<file path="config.mk">
export PLATFORM = sky130hd
export DESIGN_NAME = uart_cmd_ctrl
export DESIGN_NICKNAME = d
export VERILOG_FILES = /design/src/rtl/uart_cmd_ctrl.sv
export SDC_FILE = /design/constraint.sdc
export NUM_CORES = 1
export LEC_CHECK = 0
export ABC_AREA = 1
export CELL_PAD_IN_SITES_DETAIL_PLACEMENT = 0
export CELL_PAD_IN_SITES_GLOBAL_PLACEMENT = 1
export CORE_MARGIN = 10
export CORE_UTILIZATION = 40
export DETAILED_ROUTE_END_ITERATION = 10
export DONT_BUFFER_PORTS = 1
export HOLD_SLACK_MARGIN = 0.02
export PLACE_DENSITY = 0.7
export SYNTH_ARGS = -nofsm -noshare
export SYNTH_HDL_FRONTEND = slang
export SYNTH_SLANG_ARGS = --single-unit
export TNS_END_PERCENT = 5
</file>
<file path="constraint.sdc">
create_clock -name clk -period 2.4 [get_ports clk]
set_clock_uncertainty 0.05 [all_clocks]
set_input_delay 0.24 -clock clk [delete_from_list [all_inputs] [get_ports clk]]
set_output_delay 0.24 -clock clk [all_outputs]
set_load 0.03 [all_outputs]
</file>
<file path="src/rtl/uart_cmd_ctrl.sv">
// Frame parser between the UART RX/TX FIFOs and a simple 8-bit register bus.
// Frames: 0x55, CMD, ADDR, [DATA], CHK; answers are queued into the TX FIFO.
module uart_cmd_ctrl #(
    parameter int unsigned TIMEOUT_CYC = 1250000,
    parameter int unsigned ACK_TIMEOUT = 255
) (
    input  logic       clk,
    input  logic       nrst,
    input  logic       enable,
    input  logic       rx_empty,
    output logic       rx_rd_en,
    input  logic [7:0] rx_rdata,
    input  logic       tx_full,
    output logic       tx_wr_en,
    output logic [7:0] tx_wdata,
    output logic       reg_wr_en,
    output logic       reg_rd_en,
    output logic [7:0] reg_addr,
    output logic [7:0] reg_wdata,
    input  logic [7:0] reg_rdata,
    input  logic       reg_rd_ack,
    output logic       busy,
    output logic [7:0] err_cnt
);

    typedef enum logic [3:0] {
        StIdle, StGetCmd, StGetAddr, StGetData, StGetChk,
        StExec, StWaitAck, StResp, StRespErr
    } state_e;

    state_e      state_q, state_d;
    logic        fetch_q;
    logic        is_wr_q, is_wr_d;
    logic [7:0]  sum_q, sum_d;
    logic [7:0]  addr_q, addr_d;
    logic [7:0]  wdata_q, wdata_d;
    logic [31:0] resp_q, resp_d;
    logic [2:0]  resp_cnt_q, resp_cnt_d;
    logic [31:0] tmr_q, tmr_d;
    logic [31:0] ack_tmr_q, ack_tmr_d;
    logic [7:0]  err_q;
    logic        err_inc;
    logic        in_get;
    logic [7:0]  rd_sum;

    // fetch_q marks the cycle in which rx_rdata carries the fetched byte
    always_comb begin
        in_get   = (state_q == StGetCmd) || (state_q == StGetAddr) ||
                   (state_q == StGetData) || (state_q == StGetChk);
        rx_rd_en = !rx_empty && !fetch_q && (in_get || (state_q == StIdle && enable));
        tx_wr_en = ((state_q == StResp) || (state_q == StRespErr)) && !tx_full;
        tx_wdata = tx_wr_en ? resp_q[31:24] : 8'h00;
        reg_wr_en = (state_q == StExec) && is_wr_q;
        reg_rd_en = (state_q == StExec) && !is_wr_q;
        reg_addr  = addr_q;
        reg_wdata = wdata_q;
        busy      = (state_q != StIdle);
        err_cnt   = err_q;
        rd_sum    = addr_q + reg_rdata;
    end

    always_comb begin
        state_d    = state_q;
        is_wr_d    = is_wr_q;
        sum_d      = sum_q;
        addr_d     = addr_q;
        wdata_d    = wdata_q;
        resp_d     = resp_q;
        resp_cnt_d = resp_cnt_q;
        tmr_d      = '0;
        ack_tmr_d  = '0;
        err_inc    = 1'b0;

        unique case (state_q)
            StIdle: begin
                if (fetch_q && rx_rdata == 8'h55) state_d = StGetCmd;
            end
            StGetCmd: begin
                if (fetch_q) begin
                    if (rx_rdata == 8'h01 || rx_rdata == 8'h02) begin
                        is_wr_d = (rx_rdata == 8'h01);
                        sum_d   = rx_rdata;
                        state_d = StGetAddr;
                    end else begin
                        state_d = StRespErr;
                    end
                end
            end
            StGetAddr: begin
                if (fetch_q) begin
                    addr_d  = rx_rdata;
                    sum_d   = sum_q + rx_rdata;
                    state_d = is_wr_q ? StGetData : StGetChk;
                end
            end
            StGetData: begin
                if (fetch_q) begin
                    wdata_d = rx_rdata;
                    sum_d   = sum_q + rx_rdata;
                    state_d = StGetChk;
                end
            end
            StGetChk: begin
                if (fetch_q) state_d = (rx_rdata == sum_q) ? StExec : StRespErr;
            end
            StExec: begin
                if (is_wr_q) begin
                    resp_d     = {8'hAA, 8'h01, 16'h0000};
                    resp_cnt_d = 3'd2;
                    state_d    = StResp;
                end else begin
                    state_d = StWaitAck;
                end
            end
            StWaitAck: begin
                if (reg_rd_ack) begin
                    resp_d     = {8'hAA, addr_q, reg_rdata, rd_sum};
                    resp_cnt_d = 3'd4;
                    state_d    = StResp;
                end else if (ack_tmr_q >= ACK_TIMEOUT - 1) begin
                    state_d = StRespErr;
                end else begin
                    ack_tmr_d = ack_tmr_q + 32'd1;
                end
            end
            StResp, StRespErr: begin
                if (!tx_full) begin
                    resp_d     = {resp_q[23:0], 8'h00};
                    resp_cnt_d = resp_cnt_q - 3'd1;
                    if (resp_cnt_q == 3'd1) state_d = StIdle;
                end
            end
            default: state_d = StIdle;
        endcase

        // Inter-byte timeout; a fetch issued this cycle takes precedence
        if (in_get && !fetch_q) begin
            if (!rx_rd_en && tmr_q >= TIMEOUT_CYC - 1) begin
                state_d = StIdle;
                err_inc = 1'b1;
            end else begin
                tmr_d = tmr_q + 32'd1;
            end
        end

        if (state_d == StRespErr && state_q != StRespErr) begin
            resp_d     = {8'hEE, 24'h000000};
            resp_cnt_d = 3'd1;
            err_inc    = 1'b1;
        end
    end

    always_ff @(posedge clk or negedge nrst) begin
        if (!nrst) begin
            state_q    <= StIdle;
            fetch_q    <= 1'b0;
            is_wr_q    <= 1'b0;
            sum_q      <= '0;
            addr_q     <= '0;
            wdata_q    <= '0;
            resp_q     <= '0;
            resp_cnt_q <= '0;
            tmr_q      <= '0;
            ack_tmr_q  <= '0;
            err_q      <= '0;
        end else begin
            state_q    <= state_d;
            fetch_q    <= rx_rd_en;
            is_wr_q    <= is_wr_d;
            sum_q      <= sum_d;
            addr_q     <= addr_d;
            wdata_q    <= wdata_d;
            resp_q     <= resp_d;
            resp_cnt_q <= resp_cnt_d;
            tmr_q      <= tmr_d;
            ack_tmr_q  <= ack_tmr_d;
            if (err_inc && err_q != 8'hFF) err_q <= err_q + 8'd1;
        end
    end

endmodule

</file>
==> key figures <==
Final layout
  • Layout overhead on the synthesized area: 16.2%
  • Most frequent cells in the layout: nand2_1 (178), nor2_1 (158), dfrtp_1 (135), inv_1 (128), nand3_1 (40)
  • Share of layout cells above drive strength 1: 9.32%
  • Util after Layout: 47.3%
  • Final-layout fill cell count: 1817
  • Layout Nets: 1040
  • Commonest non-fill, non-tap cell in the layout: nand2_1
  • Multi-input logic area: 3370 um^2
  • Final cell count without fillers: 1238
  • Register area: 3430 um^2
  • Design Area, Final: 8530 um^2
  • ANT cells: 0

Placement
  • Place WS: 0.215 ns
  • DP HPWL: 13100 um
  • I/O Buffers: 0
  • GP Congestion: 0.853
  • Placed Instance Area: 7840 um^2
  • Placed Cells: about 1200

CTS
  • CTS Sinks: 137
  • Post-CTS Hold Buffers: 9
  • Clock root cell: clkbuf_16
  • Clock transition at path regs: 0.06 ns
  • CTS tree: done
  • CTS buffer count: 17
  • CTS H-tree lvls: 4
  • CTS Buffer Depth: 2
  • Worst skew pair latency: 0.42 ns

Critical path
  • Worst Setup End Kind: output port
  • CP startpoint kind: register
  • Arrival time worst endpoint: approximately 1.9 ns
  • Worst-path fanout max: 5
  • Worst r2r src: sum_q[4]
  • Crit Path Class: reg2out
  • Critical Path Source: state_q[3]
  • Critical path required time: 2.11 ns

Yosys
  • Syn Inst Count: 929
  • Avg Cell Area, Syn: a little under 8 um^2
  • Netlist cell types: 39
  • Post-synth top area cell: dfrtp_1
  • Top_reg_cell synth: dfrtp_1
  • Post-synthesis register bit count: 137
  • FFs w/ async S/R, synth: 100%
  • Synth Cell Area: 7340 um^2
  • Fraction of the yosys area taken by sequential cells: 46.7%
  • Synth area leaders: dfrtp_1 (47%), nand2_1 (9.2%), nor2_1 (8.1%)
  • Syn. warnings: 0
  • Post-synth EDFFs: 0
  • Synth top area share: 46.7%

Die
  • Die height: roughly 160 um
  • Row cnt: between 40 and 50
  • Die width: 155 um
  • Die area: 24200 um^2
  • Core area: 18000 um^2
  • Ports: 59
  • Initial Util: 40.7%

STA
  • Max-slew violations: 0
  • Max_slew headroom: 61.5%
  • Worst Max-Slew Pin Slew: 0.573 ns
  • Unrepaired setup endpoints after global routing: no
  • Count of final hold-check violations: around 140
  • Crit path time final: 2.21 ns
  • Tcrit/Tclk final: 92.0%
  • Final worst slack: 0.192 ns
  • TNS Setup: 0 ns
  • Final setup fails: 0
  • Worst Hold Slack: -0.536 ns
  • Max Fclk: around 0.45 GHz

Power
  • Sequential Power Share: 45.7%
  • Sw Share: 25.3%
  • Internal Pwr Total: 0.00413 W
  • Clk network pwr share: between 40% and 50%
  • Switching power: 0.00140 W
  • P_leak: 4.13 nW
  • Worst VDD drop: around 500 uV
  • Share of power burned in combinational logic: 9.6%
  • Pwr Density: around 650 nW/um^2

Detailed routing
  • Detailed-route via count: 5981
  • DR iter-0 viols: just under 400
  • ANT nets after route: 0
  • Vias/cell: 4.83
  • Residual DRC: 0
  • Routed len/inst: 14.6 um
  • Pre-antenna DRT Iters: 5
  • Final wirelength: about 18000 um

Global routing
  • GRT Total Usage: between 10% and 20%
  • First-pass GRT wire length: 30800 um
  • Vias in the first global route: 5935
  • Initial antenna violation count: 0
  • Pin count of the biggest net entering global routing: about 140
  • Global route overflow: 0

Status
  • Failing checks: negative hold slack
  • Status: finished, violations left

Job
  • MaxCap Viol Count: 0

Min path
  • Worst Hold Class: in2async
final cells by class:
| type | count | share of cell area [%] |
|---|---|---|
| Inverter | 138 | 6.10 |
| Tap cell | 229 | 3.36 |
| Timing Repair Buffer | 45 | 4.27 |
| Sequential cell | 137 | 40.2 |
| Clock buffer | 21 | 5.40 |
| Clock inverter | 11 | 1.16 |
| Multi-Input combinational cell | 657 | 39.5 |
per-layer routing:
| layer | vias up | part of all wire [%] | GRT usage [%] |
|---|---|---|---|
| met5 | - | 0 | 0 |
| met4 | 0 | 1.8 | 5.84 |
| met1 | 2755 | 51 | 22.3 |
| met3 | 26 | 5.5 | 4.41 |
| li1 | 3093 | - | - |
| met2 | 107 | 42 | 21.9 |
flip-flops by register name, summed over array words and instances (netlist names):
signal / count
ack_tmr_q: 32
err_cnt: 8
fetch_q: 1
is_wr_q: 1
reg_addr: 8
reg_wdata: 8
resp_cnt_q: 3
resp_q: 32
state_q: 4
sum_q: 8
tmr_q: 32
what timing repair did:
action / in CTS / in global routing
gates resized for setup: 1 / 8
setup endpoints to repair: 8 / 9
pin swaps: 0 / 1
buffers inserted: 0 / 2
hold endpoints to repair: 157 / 137
worst max-delay path, stage by stage, from the launching register on:
cell and delay (ns):
dfrtp_1 0.39, buf_4 0.15, nor2_1 0.19, inv_2 0.11, nor2_1 0.25, nand2_1 0.08, nand2_1 0.07, nand2_1 0.08
inv_2 0.17
cells in the mapped netlist, types with 6 or more instances:
cell	instances
xnor2_1	6
dfrtp_1	137
inv_2	9
nor3_1	32
inv_1	129
ha_1	20
a22oi_1	19
nor3b_1	6
o21ai_1	14
a21oi_1	22
o21ai_0	39
buf_2	11
nand3_1	41
xor2_1	33
nand4_1	18
nor2_1	158
nand2_1	180
path summary, 6_finish.rpt:
path,to,slack (ns),cells past startpoint
min in group clk,reg_wdata[1],0.05,2
max in group asynchronous,reg_addr[7],2.68,0
worst min-delay path,ack_tmr_q[26],-0.54,0
worst max register to register,resp_q[30],0.31,12
worst max-delay path,rx_rd_en,0.19,8
worst min register to register,sum_q[4],0.43,2
power groups by stage:
stage               sequential (W)  clock, W  combinational [W]
finish                     0.00253   0.00247           0.000530
global route               0.00254   0.00264           0.000609
CTS                        0.00253   0.00254           0.000532
detailed placement         0.00257         0           0.000516
global placement           0.00257         0           0.000512
floorplan                  0.00261         0           0.000344
stage by stage:
step / power, W / hold WS [ns]
global route: 0.00580 / -0.560
floorplan: 0.00295 / -0.106
detailed placement: 0.00309 / -0.0966
finish: 0.00553 / -0.536
global placement: 0.00308 / -0.0954
CTS: 0.00560 / -0.552
cell families (layout without fill, tap and decap cells):
kind of cell	count (synthesis)	count (layout)	share of synthesized area (%)
compound gates	116	116	9.30
other cells	1	23	0.0511
buf+inv	157	215	8.73
fa+ha+maj	22	22	3.95
simple gates	457	457	26.6
flops	137	137	46.7
xor+xnor	39	39	4.65
No activity file was read; power rests on OpenSTA's default activity.
